<file path="config.mk">
export PLATFORM = sky130hd
export DESIGN_NAME = shamt_pipe
export DESIGN_NICKNAME = d
export VERILOG_FILES = /design/src/rtl/shamt_pkg.sv /design/src/rtl/shamt_fifo.sv /design/src/rtl/shamt_pipe.sv
export SDC_FILE = /design/constraint.sdc
export NUM_CORES = 1
export LEC_CHECK = 0
export CORE_MARGIN = 5
export CORE_UTILIZATION = 25
export DETAILED_ROUTE_END_ITERATION = 8
export PLACE_DENSITY = 0.8
export SETUP_SLACK_MARGIN = 0.2
export SLEW_MARGIN = 20
export SYNTH_ARGS = -nofsm -noshare
export SYNTH_HDL_FRONTEND = slang
export SYNTH_HIERARCHICAL = 1
export SYNTH_SLANG_ARGS = --single-unit
</file>
<file path="constraint.sdc">
create_clock -name clk -period 5.1 [get_ports clk]
set_input_delay 0.765 -clock clk [delete_from_list [all_inputs] [get_ports clk]]
set_output_delay 0.765 -clock clk [all_outputs]
set_load 0.02 [all_outputs]
</file>
<file path="src/rtl/shamt_pkg.sv">
// Shared constants and types for the shift-amount extraction stage.
package shamt_pkg;

  localparam int IW_DEF        = 32;
  localparam int SW_DEF        = 6;
  localparam int FIELD_LSB_DEF = 10;
  localparam int DW_DEF        = 64;

  typedef enum logic {
    SRC_IMM = 1'b0,
    SRC_VAR = 1'b1
  } shamt_src_e;

endpackage

</file>
<file path="src/rtl/shamt_fifo.sv">
// Generic DEPTH x SW FIFO with occupancy count, wrap-around pointers and flush.
// DEPTH need not be a power of two; pointers wrap explicitly at DEPTH-1.
module shamt_fifo #(
  parameter int DEPTH = 2,
  parameter int SW    = 6
) (
  input  logic          clk,
  input  logic          rst_n,
  input  logic          flush,
  input  logic          push_valid,
  output logic          push_ready,
  input  logic [SW-1:0] push_data,
  output logic          pop_valid,
  input  logic          pop_ready,
  output logic [SW-1:0] pop_data
);

  localparam int PW = (DEPTH > 1) ? $clog2(DEPTH) : 1;
  localparam int CW = $clog2(DEPTH + 1);
  localparam logic [PW-1:0] LAST_PTR = PW'(DEPTH - 1);
  localparam logic [CW-1:0] FULL_CNT = CW'(DEPTH);

  logic [PW-1:0] wr_ptr_q, wr_ptr_d;
  logic [PW-1:0] rd_ptr_q, rd_ptr_d;
  logic [CW-1:0] count_q, count_d;
  logic [SW-1:0] mem_q [DEPTH];
  logic [SW-1:0] mem_d [DEPTH];
  logic          push;
  logic          pop;

  // push_ready depends only on occupancy, never on pop_ready.
  assign push_ready = (count_q < FULL_CNT);
  assign pop_valid  = (count_q != '0);
  assign pop_data   = pop_valid ? mem_q[rd_ptr_q] : '0;

  assign push = push_valid && push_ready && !flush;
  assign pop  = pop_valid && pop_ready && !flush;

  always_comb begin
    wr_ptr_d = wr_ptr_q;
    rd_ptr_d = rd_ptr_q;
    count_d  = count_q;
    if (flush) begin
      wr_ptr_d = '0;
      rd_ptr_d = '0;
      count_d  = '0;
    end else begin
      if (push) wr_ptr_d = (wr_ptr_q == LAST_PTR) ? '0 : wr_ptr_q + 1'b1;
      if (pop)  rd_ptr_d = (rd_ptr_q == LAST_PTR) ? '0 : rd_ptr_q + 1'b1;
      case ({push, pop})
        2'b10:   count_d = count_q + 1'b1;
        2'b01:   count_d = count_q - 1'b1;
        default: count_d = count_q;
      endcase
    end
  end

  always_comb begin
    mem_d = mem_q;
    if (push) mem_d[wr_ptr_q] = push_data;
  end

  always_ff @(posedge clk or negedge rst_n) begin
    if (!rst_n) begin
      wr_ptr_q <= '0;
      rd_ptr_q <= '0;
      count_q  <= '0;
    end else begin
      wr_ptr_q <= wr_ptr_d;
      rd_ptr_q <= rd_ptr_d;
      count_q  <= count_d;
    end
  end

  // Storage carries no reset; validity is tracked by count_q alone.
  always_ff @(posedge clk) begin
    mem_q <= mem_d;
  end

endmodule

</file>
<file path="src/rtl/shamt_pipe.sv">
// Elastic shift-amount extraction stage: picks the shamt from an ibus field or
// rs_val and buffers it. Define SHAMT_SAT_EN to saturate oversized rs_val shamts.
module shamt_pipe
  import shamt_pkg::*;
#(
  parameter int IW        = IW_DEF,
  parameter int SW        = SW_DEF,
  parameter int FIELD_LSB = FIELD_LSB_DEF,
  parameter int DW        = DW_DEF,
  parameter int DEPTH     = 2
) (
  input  logic          clk,
  input  logic          rst_n,
  input  logic          in_valid,
  output logic          in_ready,
  input  logic [IW-1:0] ibus,
  input  logic [DW-1:0] rs_val,
  input  logic          var_sel,
  input  logic          flush,
  output logic          out_valid,
  input  logic          out_ready,
  output logic [SW-1:0] shamt_out,
  output logic          shamt_zero
);

  // Handshake: a transfer happens on a rising edge where valid && ready && !flush;
  // valid never waits on ready, and flush cancels both sides for that edge.

  if (FIELD_LSB + SW > IW) begin : g_field_range_err
    $error("shamt_pipe: FIELD_LSB+SW exceeds IW");
  end
  if (DEPTH < 1) begin : g_depth_err
    $error("shamt_pipe: DEPTH must be at least 1");
  end

  shamt_src_e    src;
  logic [SW-1:0] imm_shamt;
  logic [SW-1:0] var_shamt;
  logic [SW-1:0] shamt_in;
  logic          unused_ibus;
  logic          unused_rs_hi;

  assign unused_ibus  = ^ibus;
  assign unused_rs_hi = |(rs_val >> SW);

  always_comb begin
    src       = shamt_src_e'(var_sel);
    imm_shamt = ibus[FIELD_LSB+SW-1:FIELD_LSB];
`ifdef SHAMT_SAT_EN
    var_shamt = (|(rs_val >> SW)) ? '1 : rs_val[SW-1:0];
`else
    var_shamt = rs_val[SW-1:0];
`endif
    shamt_in  = (src == SRC_VAR) ? var_shamt : imm_shamt;
  end

  shamt_fifo #(
    .DEPTH (DEPTH),
    .SW    (SW)
  ) u_fifo (
    .clk        (clk),
    .rst_n      (rst_n),
    .flush      (flush),
    .push_valid (in_valid),
    .push_ready (in_ready),
    .push_data  (shamt_in),
    .pop_valid  (out_valid),
    .pop_ready  (out_ready),
    .pop_data   (shamt_out)
  );

  assign shamt_zero = out_valid && (shamt_out == '0);

endmodule

</file>
==> results.txt <==
Fin crit share - 63.6%
RSZ-0062 raised after global routing - no
Setup Fix Bufs, Post-CTS - 0
Die height - 65.5 µm
Initial Util - 25.7%
Most frequent cells in the layout - 26 x clkdlybuf4s50_1, 12 x edfxtp_1, 10 x nor2_1
Synth Instances - 56
Layout cells sized above 1 - 16.7%
Largest stage delay on the critical path - 0.64 ns
Setup CP Type - reg2out
Most common cell after layout, fill and taps aside - clkdlybuf4s50_1
GR Util All Layers - 7.00%
Post-layout minimum cycle time - 3.24 ns
R2R depth - 2
Syn Area/Cell - 13.8 µm²
HPWL after detailed placement - 1.16 mm
Max Cap Violations - 0
Worst EP arrival - 2.48 ns
Layout Skew - 0.00197 ns
Clk sinks - 16
Slew Viols, Final - 0
First-pass GRT wire length - 2.24 mm
Worst vdd rail ir drop - 0.0568 mV
Synthesis-stage register bit count - 16
Via count - 516
WHS Path Cells - 2
Worst path depth - 5
Antenna Nets Post-Route - 0
Placed cell area - 1060 µm²
Met3 wire len - 100 µm
Post-Syn Area - 771 µm²
CP max stage cell - clkdlybuf4s50_1
RePlAce Congestion - 0.676
Total die area - 4290 µm²
Nets - 187
ANT cells - 0
Initial DRC Count - 7
Relative slew margins - 40.3%
Syn. warnings - 6
Delay-heaviest family, CP - simple AND/OR/NAND/NOR gates
Final setup viols - 0
CTS resizes - 0
Critical Path Sink Type - primary output
F_max - 0.308 GHz
Final instance area - 1090 µm²
Critical-path maximum fanout - 7
WL per Instance - 11.8 µm
DR WL met2 - 625 µm
Synthesized Nets - 158
Pre-Repair DR Iteration Count - 2
CTS root buffer - clkbuf_4
FP Rows - 20
HP Class - reg2reg
Status - finished, final reports clean
Reg clk slew, reported paths - 0.08 ns
Met1 wire length - 624 µm
Layout area overhead - 41.4%
Total CTS buffers - 3
Vias in the first global route - 512
Via/cell ratio - 4.41
Crit-path cells - nor2_1, nor2_1, or4b_1, nor4_2, clkdlybuf4s50_1
Clock Tree Buf Depth - 2
Final Hold Viols - 0
TNS Setup - 0 ns
Worst Tran Pin Value - 0.894 ns
Design Power - 0.276 mW
Power density over the cells - 254 nW/µm²
Residual DRC - 0
Port bufs - 26
Largest net degree at the start of global routing - 10
Register area share after synthesis - 59.7%
Clock Latency Late Sink - 0.28 ns
TritonCTS clock tree - built
Core Region - 3000 µm²
Initial antenna violation count - 0
Max layer used - met4
I/O pins - 111
Hold Buf Count CTS - 0
Routed WL - 1.39 mm
Total grt overflow - 0
Die Wd - 65.5 µm
Most used cell, CP - nor2_1
WP buf/inv - 1
CP startpoint kind - flop
H-Tree Depth - 1
Leakage power - 0.385 nW
Critical Path RT - 4.34 ns
Distinct cells, synth - 20
Filler cells - 298
-- synthesized netlist by cell type --
cell type  count  share of area [%]
buf_2          1               0.65
o21ai_0        2                1.3
inv_1          2               0.97
nor3_1         1               0.65
mux2i_1        6                7.8
edfxtp_1      12                 47
mux2_2         6                8.8
nand2b_4       1                1.8
nor2b_1        1               0.81
xor2_1         2                2.3
mux2_4         1                1.9
nor3b_1        1               0.97
nor2b_4        1                1.8
a2bb2oi_1      1                1.1
nor2_1        10                4.9
nor4_2         1                1.6
or4b_1         1                1.3
dfrtp_1        4                 13
a21oi_2        1                1.1
clkbuf_1       1               0.49
-- worst paths after layout --
kind / from / slack [ns] / endpoint
setup / recovery: u_fifo/count_q[1]$_DFFE_PN0P_ / 1.86 / shamt_zero
hold / removal: u_fifo/wr_ptr_q$_DFFE_PN0P_ / 0.58 / u_fifo/wr_ptr_q$_DFFE_PN0P_
setup reg to reg: u_fifo/count_q[1]$_DFFE_PN0P_ / 3.41 / u_fifo/mem_q[4]$_DFFE_PP_
hold reg to reg: u_fifo/wr_ptr_q$_DFFE_PN0P_ / 0.58 / u_fifo/wr_ptr_q$_DFFE_PN0P_
max in group asynchronous: rst_n / 4.24 / u_fifo/count_q[1]$_DFFE_PN0P_
min in group asynchronous: rst_n / 0.69 / u_fifo/rd_ptr_q$_DFFE_PN0P_
-- cells by family after synthesis --
kind of cell,count (synthesis),share of synthesized area (%)
and+or+nand+nor,17,13.8
DFF,16,59.7
muxes,13,18.5
AOI/OAI and AO/OA,4,3.57
buffers and inverters,4,2.11
xor gates and xnor gates,2,2.27
-- flip-flops by register name (all words and copies together), names as in the netlist --
signal and cells:
u_fifo/count_q 2, u_fifo/wr_ptr_q 1, u_fifo/mem_q 12, u_fifo/rd_ptr_q 1
-- report_power, final --
group          leakage [nW]  internal [mW]  switching [mW]
clock network        0.0154         0.0284          0.0369
registers             0.163          0.148         0.00459
logic                 0.206         0.0332          0.0251
-- area by class of cell --
cell class,instances,area (µm²),area share [%]
clock inverters,1,3.75,0.344
flip-flops and latches,16,460,42.3
multi-input cells,36,294,27.0
clock buffers,3,22.5,2.07
inverters,2,7.51,0.689
well taps,33,41.3,3.79
repair buffers,26,260,23.9
-- metal layers --
metal,global-route usage (%),vias to the layer above
li1,-,258
met1,8.00,230
met3,1.03,4
met4,6.22,0
met5,0,-
met2,11.3,24
-- through the flow --
step,hold slack (ns),utilization (%),instances,worst slack (ns)
3_3_place_gp,0.541,35.4,113,2.18
3_5_place_dp,0.554,35.4,113,2.15
2_1_floorplan,0.469,-,56,2.52
4_1_cts,0.575,36.3,117,1.82
5_1_grt,0.611,36.3,117,1.62
6_report,0.576,36.3,117,1.86
-- worst min-delay path, stage by stage (launching register included) --
cell and delay, ns:
dfrtp_1 0.38, xor2_1 0.08, nor2_1 0.08
No activity file was read; power rests on OpenSTA's default activity.
